<file path="src/rtl/ipsl_pcie_seio_master.sv">
`default_nettype none
// ============================================================================
// Module   : ipsl_pcie_seio_master
// Purpose  : Initiator side of the PCIe SEIO sideband link. Accepts one user
//            register write/read at a time, serialises it onto sedo/sedo_en,
//            waits for the responder's sedi_ack (with timeout) and, for
//            reads, shifts the returned data in from sedi.
// Ports    : pclk_div2 / user_rst_n      clock, async active-low reset
//            req_valid/req_ready/req_wr/req_addr/req_wdata  request channel
//            rsp_valid/rsp_rdata/rsp_err                    completion
//            sedo/sedo_en (registered), sedi/sedi_ack       serial link
// Revision : 1.0  initial release
// ============================================================================
module ipsl_pcie_seio_master #(
  parameter int ADDR_W      = 12,
  parameter int DATA_W      = 32,
  parameter int TIMEOUT_CYC = 255
) (
  input  logic              pclk_div2,
  input  logic              user_rst_n,
  input  logic              req_valid,
  output logic              req_ready,
  input  logic              req_wr,
  input  logic [ADDR_W-1:0] req_addr,
  input  logic [DATA_W-1:0] req_wdata,
  output logic              rsp_valid,
  output logic [DATA_W-1:0] rsp_rdata,
  output logic              rsp_err,
  output logic              sedo,
  output logic              sedo_en,
  input  logic              sedi,
  input  logic              sedi_ack
);

  localparam int FRAME_W = ADDR_W + DATA_W;
  localparam int CNT_W   = $clog2(FRAME_W + 1);

  localparam logic [CNT_W-1:0] C_ADDR_LEN  = CNT_W'(ADDR_W);
  localparam logic [CNT_W-1:0] C_FRAME_LEN = CNT_W'(FRAME_W);
  localparam logic [CNT_W-1:0] C_DATA_LAST = CNT_W'(DATA_W - 1);
  localparam logic [15:0]      C_TIMEOUT   = 16'(TIMEOUT_CYC);

  typedef enum logic [2:0] {
    ST_IDLE     = 3'd0,
    ST_PRE0     = 3'd1,
    ST_PRE1     = 3'd2,
    ST_SHIFT    = 3'd3,
    ST_WAIT_ACK = 3'd4,
    ST_RDATA    = 3'd5,
    ST_DONE     = 3'd6
  } state_t;

  state_t              state_q,     state_d;
  logic                wr_q,        wr_d;
  logic [FRAME_W-1:0]  sr_q,        sr_d;
  logic [CNT_W-1:0]    bit_cnt_q,   bit_cnt_d;
  logic [15:0]         tmo_cnt_q,   tmo_cnt_d;
  logic                sedo_q,      sedo_d;
  logic                sedo_en_q,   sedo_en_d;
  logic                rsp_valid_q, rsp_valid_d;
  logic [DATA_W-1:0]   rsp_rdata_q, rsp_rdata_d;
  logic                rsp_err_q,   rsp_err_d;

  logic [CNT_W-1:0]    shift_len;
  logic [15:0]         tmo_inc;

  // Reads only carry the address; writes carry address followed by data.
  assign shift_len = wr_q ? C_FRAME_LEN : C_ADDR_LEN;
  assign tmo_inc   = tmo_cnt_q + 16'd1;

  // The serial outputs are registered, so the comb block computes the value
  // each output must show during the *next* state rather than the current one.
  always_comb begin
    state_d     = state_q;
    wr_d        = wr_q;
    sr_d        = sr_q;
    bit_cnt_d   = bit_cnt_q;
    tmo_cnt_d   = tmo_cnt_q;
    sedo_d      = 1'b0;
    sedo_en_d   = 1'b0;
    rsp_valid_d = 1'b0;
    rsp_rdata_d = rsp_rdata_q;
    rsp_err_d   = rsp_err_q;

    case (state_q)
      ST_IDLE: begin
        if (req_valid) begin
          state_d   = ST_PRE0;
          wr_d      = req_wr;
          sr_d      = {req_addr, req_wdata};
          bit_cnt_d = '0;
          tmo_cnt_d = '0;
          sedo_en_d = 1'b1;
          sedo_d    = ~req_wr;
        end
      end

      ST_PRE0: begin
        state_d   = ST_PRE1;
        sedo_en_d = 1'b1;
        sedo_d    = wr_q;
      end

      // Present the first frame bit while entering SHIFT; bit_cnt then
      // counts the bits already on the wire.
      ST_PRE1: begin
        state_d   = ST_SHIFT;
        sedo_en_d = 1'b1;
        sedo_d    = sr_q[FRAME_W-1];
        sr_d      = sr_q << 1;
        bit_cnt_d = CNT_W'(1);
      end

      ST_SHIFT: begin
        if (bit_cnt_q == shift_len) begin
          state_d   = ST_WAIT_ACK;
          tmo_cnt_d = '0;
        end else begin
          sedo_en_d = 1'b1;
          sedo_d    = sr_q[FRAME_W-1];
          sr_d      = sr_q << 1;
          bit_cnt_d = bit_cnt_q + CNT_W'(1);
        end
      end

      // Ack is tested before the timeout so an ack on the final cycle wins.
      ST_WAIT_ACK: begin
        tmo_cnt_d = tmo_inc;
        if (sedi_ack) begin
          if (wr_q) begin
            state_d     = ST_DONE;
            rsp_valid_d = 1'b1;
            rsp_rdata_d = '0;
            rsp_err_d   = 1'b0;
          end else begin
            state_d   = ST_RDATA;
            bit_cnt_d = '0;
          end
        end else if (tmo_inc == C_TIMEOUT) begin
          state_d     = ST_DONE;
          rsp_valid_d = 1'b1;
          rsp_rdata_d = '0;
          rsp_err_d   = 1'b1;
        end
      end

      // Read data is shifted into the low end of the frame register; after
      // DATA_W samples its low DATA_W bits hold the word MSB-first.
      ST_RDATA: begin
        sr_d = {sr_q[FRAME_W-2:0], sedi};
        if (bit_cnt_q == C_DATA_LAST) begin
          state_d     = ST_DONE;
          rsp_valid_d = 1'b1;
          rsp_rdata_d = {sr_q[DATA_W-2:0], sedi};
          rsp_err_d   = 1'b0;
        end else begin
          bit_cnt_d = bit_cnt_q + CNT_W'(1);
        end
      end

      ST_DONE: begin
        state_d = ST_IDLE;
      end

      default: begin
        state_d = ST_IDLE;
      end
    endcase
  end

  always_ff @(posedge pclk_div2 or negedge user_rst_n) begin
    if (!user_rst_n) begin
      state_q     <= ST_IDLE;
      wr_q        <= 1'b0;
      sr_q        <= '0;
      bit_cnt_q   <= '0;
      tmo_cnt_q   <= '0;
      sedo_q      <= 1'b0;
      sedo_en_q   <= 1'b0;
      rsp_valid_q <= 1'b0;
      rsp_rdata_q <= '0;
      rsp_err_q   <= 1'b0;
    end else begin
      state_q     <= state_d;
      wr_q        <= wr_d;
      sr_q        <= sr_d;
      bit_cnt_q   <= bit_cnt_d;
      tmo_cnt_q   <= tmo_cnt_d;
      sedo_q      <= sedo_d;
      sedo_en_q   <= sedo_en_d;
      rsp_valid_q <= rsp_valid_d;
      rsp_rdata_q <= rsp_rdata_d;
      rsp_err_q   <= rsp_err_d;
    end
  end

  assign req_ready = (state_q == ST_IDLE);
  assign rsp_valid = rsp_valid_q;
  assign rsp_rdata = rsp_rdata_q;
  assign rsp_err   = rsp_err_q;
  assign sedo      = sedo_q;
  assign sedo_en   = sedo_en_q;

endmodule
`default_nettype wire

</file>
<file path="config.mk">
export PLATFORM = sky130hd
export DESIGN_NAME = ipsl_pcie_seio_master
export DESIGN_NICKNAME = d
export VERILOG_FILES = /design/src/rtl/ipsl_pcie_seio_master.sv
export SDC_FILE = /design/constraint.sdc
export NUM_CORES = 1
export LEC_CHECK = 0
export BUFFER_PORTS_ARGS = -buffer_cell sky130_fd_sc_hd__clkbuf_2
export CORE_ASPECT_RATIO = 1.2
export CORE_MARGIN = 2
export CORE_UTILIZATION = 30
export CTS_BUF_LIST = sky130_fd_sc_hd__clkbuf_8
export CTS_CLUSTER_SIZE = 25
export DETAILED_ROUTE_END_ITERATION = 10
export GPL_ROUTABILITY_DRIVEN = 0
export SKIP_LAST_GASP = 1
export SLEW_MARGIN = 20
export SYNTH_ARGS = -nofsm -noshare
export SYNTH_HDL_FRONTEND = slang
export SYNTH_SLANG_ARGS = --single-unit
</file>
<file path="constraint.sdc">
create_clock -name pclk_div2 -period 5.59 [get_ports pclk_div2]
set_clock_uncertainty 0.05 [all_clocks]
set_input_delay 0.2795 -clock pclk_div2 [delete_from_list [all_inputs] [get_ports pclk_div2]]
set_output_delay 0.2795 -clock pclk_div2 [all_outputs]
set_load 0.005 [all_outputs]
</file>
==> results.md, run 1 <==
* Final nets at 745
* Bufs and invs on worst path at 2
* Die area at 21900 µm²
* CTS Buf Count at 9
* Dominant cells by area after synthesis: dfrtp_1 (43%), mux2_2 (16%), a21oi_1 (6.4%)
* Seq cells post-synth at 106
* Num ports at 87
* CP Cell Sequence: inv_1 > ha_1 > and4b_1 > and3_1 > o22ai_1 > a21oi_4 > buf_4 > mux2_2
* Pleak at 0.00287 µW
* Netlist Area Pre-Place at 6210 µm²
* Final Hold Viols at 0
* Worst hold start: req_wr
* Die Wd at 135 µm
* Max incr delay on CP at 0.50 ns
* Vias in the first global route at 5016
* Largest net degree at the start of global routing at 67
* Syn Nets at 698
* Share of the synthesized area in the top cell type at 42.7%
* CTS max path bufs at 2
* Drt pass-1 iters at 5
* CTS tree: done
* Post_cts resized at 0
* Post-synth EDFFs at 0
* Number of antenna cells inserted at 0
* FFs w/ async S/R, synth at 100%
* Clk root buf: clkbuf_8
* Netlist cell types at 51
* Top-count cell post-synth: dfrtp_1
* CP max FO at 32
* Drt initial violations at 400
* RSZ-0062 raised after global routing: no
* Post-DR wirelength/cell at 17.6 µm
* Worst skew pair latency at 0.40 ns
* Maximum VDD drop at 0.000205 V
* PortBufs at 86
* CP startpoint kind: flop
* First-pass GRT wire length at 27.8 mm
* Post-Syn Instances at 644
* Fmax at 346 MHz
* Row count at 57
* Ys flop type: dfrtp_1
* Fin crit share at 51.8%
* Dpl cell area at 6810 µm²
* Place WS at 2.49 ns
* Hold path endpoint: wr_q
* Worst Max-Slew Pin Slew at 0.890 ns
* Logic depth of the worst register-to-register path at 8
* Post-synthesis sequential area ratio at 42.7%
* DR vias at 5275
* Hold crit path type: input port to flop
* Cts hold-fix bufs at 1
* Max cap viols at 0
* Status: finished clean
* Synth Warn # at 0
* Remaining DRCs at 0
* Starting Density at 30.6%
* Syn-to-layout area delta at 13.0%
* CORE AREA at 20300 µm²
* CTS Sinks at 106
* Htree depth at 3
* Final Max Tran Viols at 0
* Setup WS post-layout at 2.70 ns
* Critical path endpoint category: flop
* # Post-CTS Setup Buffers at 0
* Chip Height at 162 µm
* Vias per cell at 5.49
* Final wirelength at 16.9 mm
* Data arrival time of the critical path at 3.12 ns
* Utilization after layout at 34.6%
* R2R Setup Slk at 2.70 ns
* Finished Cell Area at 7020 µm²
* Synthesized area per cell at 9.64 µm²
* Hold depth at 2
* R2r startpoint: bit_cnt_q[0]
* GRT Util Overall at 16.0%
* Critical Path Source: bit_cnt_q[0]
* Pwr Total at 2840 µW
* End of the worst register-to-register path: sr_q[6]
* CP Class: flop to flop
* Initial antenna violation count at 0
* ANT nets after route at 0
* Layout cells sized above 1 at 32.0%
* Critical Path RT at 5.82 ns
* Minimum clock period at 2.89 ns
* Area leader, netlist: dfrtp_1
* Commonest cells in the netlist: dfrtp_1 (106), mux2_2 (88), a21oi_1 (79), o21ai_0 (66), nand2_1 (50)
* Crit path max-delay family: compound AO/OA/AOI/OAI gates
* Clock Pin Slew Worst Setup and Hold Paths at 0.11 ns
* Dpl hpwl at 10.9 mm
* Final setup viols at 0
* Slew margin rel. at 40.4%
* Total grt overflow at 0
* Max stage delay cell, worst path: a21oi_4
* Setup tns final at 0 ns
* Pwr per Cell Area at 405 nW/µm²
==> cell type report <==
class                           instances  area (µm²)
Inverter                               11        41.3
Sequential cell                       106        2650
Clock inverter                          7        70.1
Multi-Input combinational cell        465        3270
Clock buffer                            9         124
Fill cell                            2133       13200
Tap cell                              265         332
Timing Repair Buffer                   98         526
==> logic make-up after synthesis <==
kind of cell | after synthesis | synth area share (%)
xor+xnor | 8 | 1.13
flops | 106 | 42.7
fa+ha+maj | 4 | 0.806
mux | 92 | 16.6
buf+inv | 73 | 5.18
simple gates | 157 | 14.0
compound gates | 204 | 19.5
==> worst reg2reg max path: cells and delay by family (launching register included) <==
kind                       cells  cell delay [ns]
muxes                          1             0.41
DFF                            1             0.44
and+or+nand+nor                2             0.51
AOI/OAI and AO/OA              2             0.65
buffers and inverters          2             0.59
adders and majority gates      1             0.14
==> power by group <==
| part | switching [µW] | internal (µW) | leakage [µW] | total, µW |
|---|---|---|---|---|
| clock | 308 | 175 | 0.000100 | 483 |
| sequential | 268 | 1000 | 0.00120 | 1270 |
| combinational | 528 | 564 | 0.00157 | 1090 |
| total | 1100 | 1740 | 0.00287 | 2840 |
==> worst max path at each step <==
stage / slack (ns) / endpoint / depth (start not counted)
2_1_floorplan: 3.36 / state_q[1] / 7
3_3_place_gp: 2.52 / rsp_rdata[9] / 7
3_5_place_dp: 2.49 / rsp_rdata[11] / 7
4_1_cts: 2.45 / rsp_rdata[11] / 7
5_1_grt: 2.52 / sr_q[6] / 8
6_report: 2.70 / sr_q[6] / 8
==> cell usage in the layout, fill, tap and decap left out, drive strengths merged, types with 6 or more instances in the layout <==
master,netlist,final
clkbuf,43,94
mux2,88,88
nor2,22,22
buf,19,12
o21ai,67,67
inv,11,14
nand2,50,50
a21oi,80,80
a31oi,6,6
nor3,10,10
nand4,35,35
dfrtp,106,106
nand3,14,14
a2111oi,32,32
==> stage by stage <==
stage	cells	hold WS (ns)
after floorplan	644	-0.0661
after global placement	944	0.423
after detailed placement	944	0.413
after CTS	961	0.103
after global routing	961	0.121
final	961	0.114
==> metal layers <==
metal	vias up	GRT usage [%]	wire (µm)
li1	2491	-	-
met1	2609	22.3	7580
met2	154	24.3	8050
met3	21	3.64	972
met4	0	5.49	330
met5	-	0	0
==> sequential cells by signal (all words and copies together) (netlist names) <==
name,flops
state_q,3
tmo_cnt_q,16
sedo,1
sr_q,44
rsp_err,1
sedo_en,1
wr_q,1
rsp_rdata,32
rsp_valid,1
bit_cnt_q,6
No activity file was read; power rests on OpenSTA's default activity.
==> run 2: changes to the inputs <==
- ABC_AREA: not set -> 1
- clock period: 5.59 -> 2.4 ns (I/O delays scaled with it)
==> run 2 against run 1 <==
Via count down 13%; sequential power up 140%; wire length is 24% lower; synthesized cell count grew 1.1%; largest power group is now combinational logic; first-iteration DRC count is 46% lower; critical endpoint is now sr_q[43]; flip-flop and latch count did not move.
==> results.md, run 2 <==
* Status: finished clean (unchanged)
* Share of the synthesized area in the top cell type at 50.2% (was 42.7%)
* Number of antenna cells inserted at 0 (unchanged)
* Initial antenna violation count at 0 (unchanged)
* Final setup viols at 0 (unchanged)
* R2R Setup Slk at 0.24 ns (was 2.70 ns)
* Worst skew pair latency at 0.38 ns (was 0.40 ns)
* Maximum VDD drop at 0.000674 V (was 0.000205 V)
* Vias per cell at 4.58 (was 5.49)
* Minimum clock period at 2.16 ns (was 2.89 ns)
* FFs w/ async S/R, synth at 100% (unchanged)
* Post-synthesis sequential area ratio at 50.2% (was 42.7%)
* Pwr Total at 7560 µW (was 2840 µW)
* Data arrival time of the critical path at 2.40 ns (was 3.12 ns)
* Synth Warn # at 0 (unchanged)
* Dominant cells by area after synthesis: dfrtp_1 (50%), nand2_1 (13%), inv_1 (6.2%) (was dfrtp_1 (43%), mux2_2 (16%), a21oi_1 (6.4%))
* R2r startpoint: state_q[1] (was bit_cnt_q[0])
* # Post-CTS Setup Buffers at 0 (unchanged)
* Post-DR wirelength/cell at 12.9 µm (was 17.6 µm)
* CTS tree: done (unchanged)
* Most flops, register: sr_q (unchanged)
* Layout cells sized above 1 at 17.8% (was 32.0%)
* Final Max Tran Viols at 0 (unchanged)
* Most common cell after layout, fill and taps aside: nand2_1 (was dfrtp_1)
* Seq cells post-synth at 106 (unchanged)
* CP startpoint kind: flop (unchanged)
* Area leader, netlist: dfrtp_1 (unchanged)
* Netlist Area Pre-Place at 5290 µm² (was 6210 µm²)
* Final nets at 828 (was 745)
* CTS max path bufs at 2 (unchanged)
* CP Class: flop to flop (unchanged)
* Max reg flops at 44 (unchanged)
* Die area at 18700 µm² (was 21900 µm²)
* Syn Nets at 705 (was 698)
* Remaining DRCs at 0 (unchanged)
* Top-count cell post-synth: nand2_1 (was dfrtp_1)
* Syn-to-layout area delta at 25.3% (was 13.0%)
* Final Hold Viols at 0 (unchanged)
* Chip Height at 149 µm (was 162 µm)
* Vias in the first global route at 4446 (was 5016)
* Fmax at 464 MHz (was 346 MHz)
* Dpl hpwl at 9.10 mm (was 10.9 mm)
* Max cap viols at 0 (unchanged)
* Commonest cells in the netlist: nand2_1 (182), dfrtp_1 (106), inv_1 (88), o21ai_0 (65), nand3_1 (45) (was dfrtp_1 (106), mux2_2 (88), a21oi_1 (79), o21ai_0 (66), nand2_1 (50))
* Final wirelength at 12.8 mm (was 16.9 mm)
* DR vias at 4576 (was 5275)
* End of the worst register-to-register path: sr_q[43] (was sr_q[6])
* CTS Sinks at 106 (unchanged)
* Fillers at 1811 (was 2133)
* Worst Max-Slew Pin Slew at 0.695 ns (was 0.890 ns)
* ANT nets after route at 0 (unchanged)
* Hold path endpoint: wr_q (unchanged)
* Finished Cell Area at 6630 µm² (was 7020 µm²)
* Die Wd at 125 µm (was 135 µm)
* GRT Util Overall at 14.0% (was 16.0%)
* Clk root buf: clkbuf_8 (unchanged)
* Starting Density at 30.4% (was 30.6%)
* Pleak at 0.00322 µW (was 0.00287 µW)
* Post-synth EDFFs at 0 (unchanged)
* Logic depth of the worst register-to-register path at 11 (was 8)
* Drt pass-1 iters at 4 (was 5)
* Num ports at 87 (unchanged)
* Row count at 53 (was 57)
* CP max FO at 59 (was 32)
* Post-Syn Instances at 651 (was 644)
* Total grt overflow at 0 (unchanged)
* First-pass GRT wire length at 21.3 mm (was 27.8 mm)
* CTS Buf Count at 9 (unchanged)
* Hold crit path type: input port to flop (unchanged)
* Fin crit share at 89.8% (was 51.8%)
* Netlist cell types at 29 (was 51)
* Slew margin rel. at 53.4% (was 40.4%)
* Dpl cell area at 5950 µm² (was 6810 µm²)
* Setup tns final at 0 ns (unchanged)
* Ys flop type: dfrtp_1 (unchanged)
* Critical path endpoint category: flop (unchanged)
* Clock Pin Slew Worst Setup and Hold Paths at 0.11 ns (about the same)
* Pwr per Cell Area at 1140 nW/µm² (was 405 nW/µm²)
* Htree depth at 3 (unchanged)
* Most frequent cells in the layout: nand2_1 (182), dfrtp_1 (106), inv_1 (88) (was dfrtp_1 (106), mux2_2 (88), clkbuf_2 (85))
* Synthesized area per cell at 8.12 µm² (was 9.64 µm²)
* Hold depth at 4 (was 2)
* PortBufs at 86 (unchanged)
* CORE AREA at 17400 µm² (was 20300 µm²)
* Worst hold start: req_valid (was req_wr)
* Largest net degree at the start of global routing at 87 (was 67)
* Critical Path RT at 2.64 ns (was 5.82 ns)
* RSZ-0062 raised after global routing: no (unchanged)
* Drt initial violations at 217 (was 400)
run 2: cell count changes after synthesis, moves of 7 or more:
| cell | change |
|---|---|
| o211ai_1 | +41 |
| nor2_1 | +9 |
| clkbuf_1 | -31 |
| a21oi_1 | -73 |
| nor3_1 | -9 |
| inv_1 | +77 |
| a2111oi_0 | -32 |
| mux2_2 | -88 |
| nand4_1 | -23 |
| nand3_2 | +7 |
| nand2_1 | +132 |
| nand3_1 | +34 |
run 2: report_power, final:
part / switching (µW) / internal (µW)
logic: 2120 / 1290
registers: 432 / 2580
clock network: 634 / 511
run 2: layer usage:
layer  GRT usage, %  wire length, µm  vias up
met2           23.8             6350       71
li1               -                -     2368
met1           17.4             5770     2114
met5              0                0        -
met3           2.36              396       23
met4           6.72              333        0
run 2: logic make-up after synthesis:
| group | share of synthesized area, % |
|---|---|
| AOI/OAI and AO/OA | 14.7 |
| adders and majority gates | 0.947 |
| and+or+nand+nor | 24.4 |
| DFF | 50.2 |
| buffers and inverters | 9.63 |
| xor gates and xnor gates | 0.166 |
run 2: layout make-up:
class	count	area (µm²)	area share (%)
Sequential cell	106	2650	40.0
Timing Repair Buffer	142	1010	15.2
Multi-Input combinational cell	423	2150	32.4
Tap cell	220	275	4.15
Clock buffer	10	138	2.08
Clock inverter	6	63.8	0.963
Inverter	92	345	5.21
run 2: worst max-delay path by stage:
| stage | start | end | cells after the start |
|---|---|---|---|
| after floorplan | tmo_cnt_q[1] | rsp_rdata[24] | 15 |
| after global placement | tmo_cnt_q[1] | rsp_err | 13 |
| after detailed placement | tmo_cnt_q[0] | rsp_rdata[4] | 12 |
| after CTS | tmo_cnt_q[0] | rsp_rdata[4] | 12 |
| after global routing | state_q[1] | sr_q[43] | 11 |
| final | state_q[1] | sr_q[43] | 11 |
run 2: what timing repair did:
| item | CTS | global route |
|---|---|---|
| endpoints found under the hold margin | 77 | 0 |
| setup endpoints to repair | 0 | 34 |
| resized for setup | 0 | 2 |
| hold buffers | 46 | 0 |
run 2: worst max-delay path, stage by stage (launching register included):
cell,delay (ns)
dfrtp_1,0.40
nor2_1,0.07
inv_2,0.08
nor2_1,0.06
inv_2,0.06
nor2_1,0.05
inv_1,0.10
nand2_1,0.11
nor2_4,0.46
buf_12,0.30
inv_1,0.11
o31ai_1,0.20
run 2: through the flow:
step	setup slack (ns)	instances	utilization [%]	hold WS, ns
floorplan	0.524	651	-	-0.226
global placement	0.217	937	34.3	0.0612
detailed placement	0.138	937	34.3	0.0635
CTS	0.120	999	38.1	0.0147
global route	0.00239	999	38.1	0.0516
finish	0.244	999	38.1	0.0399
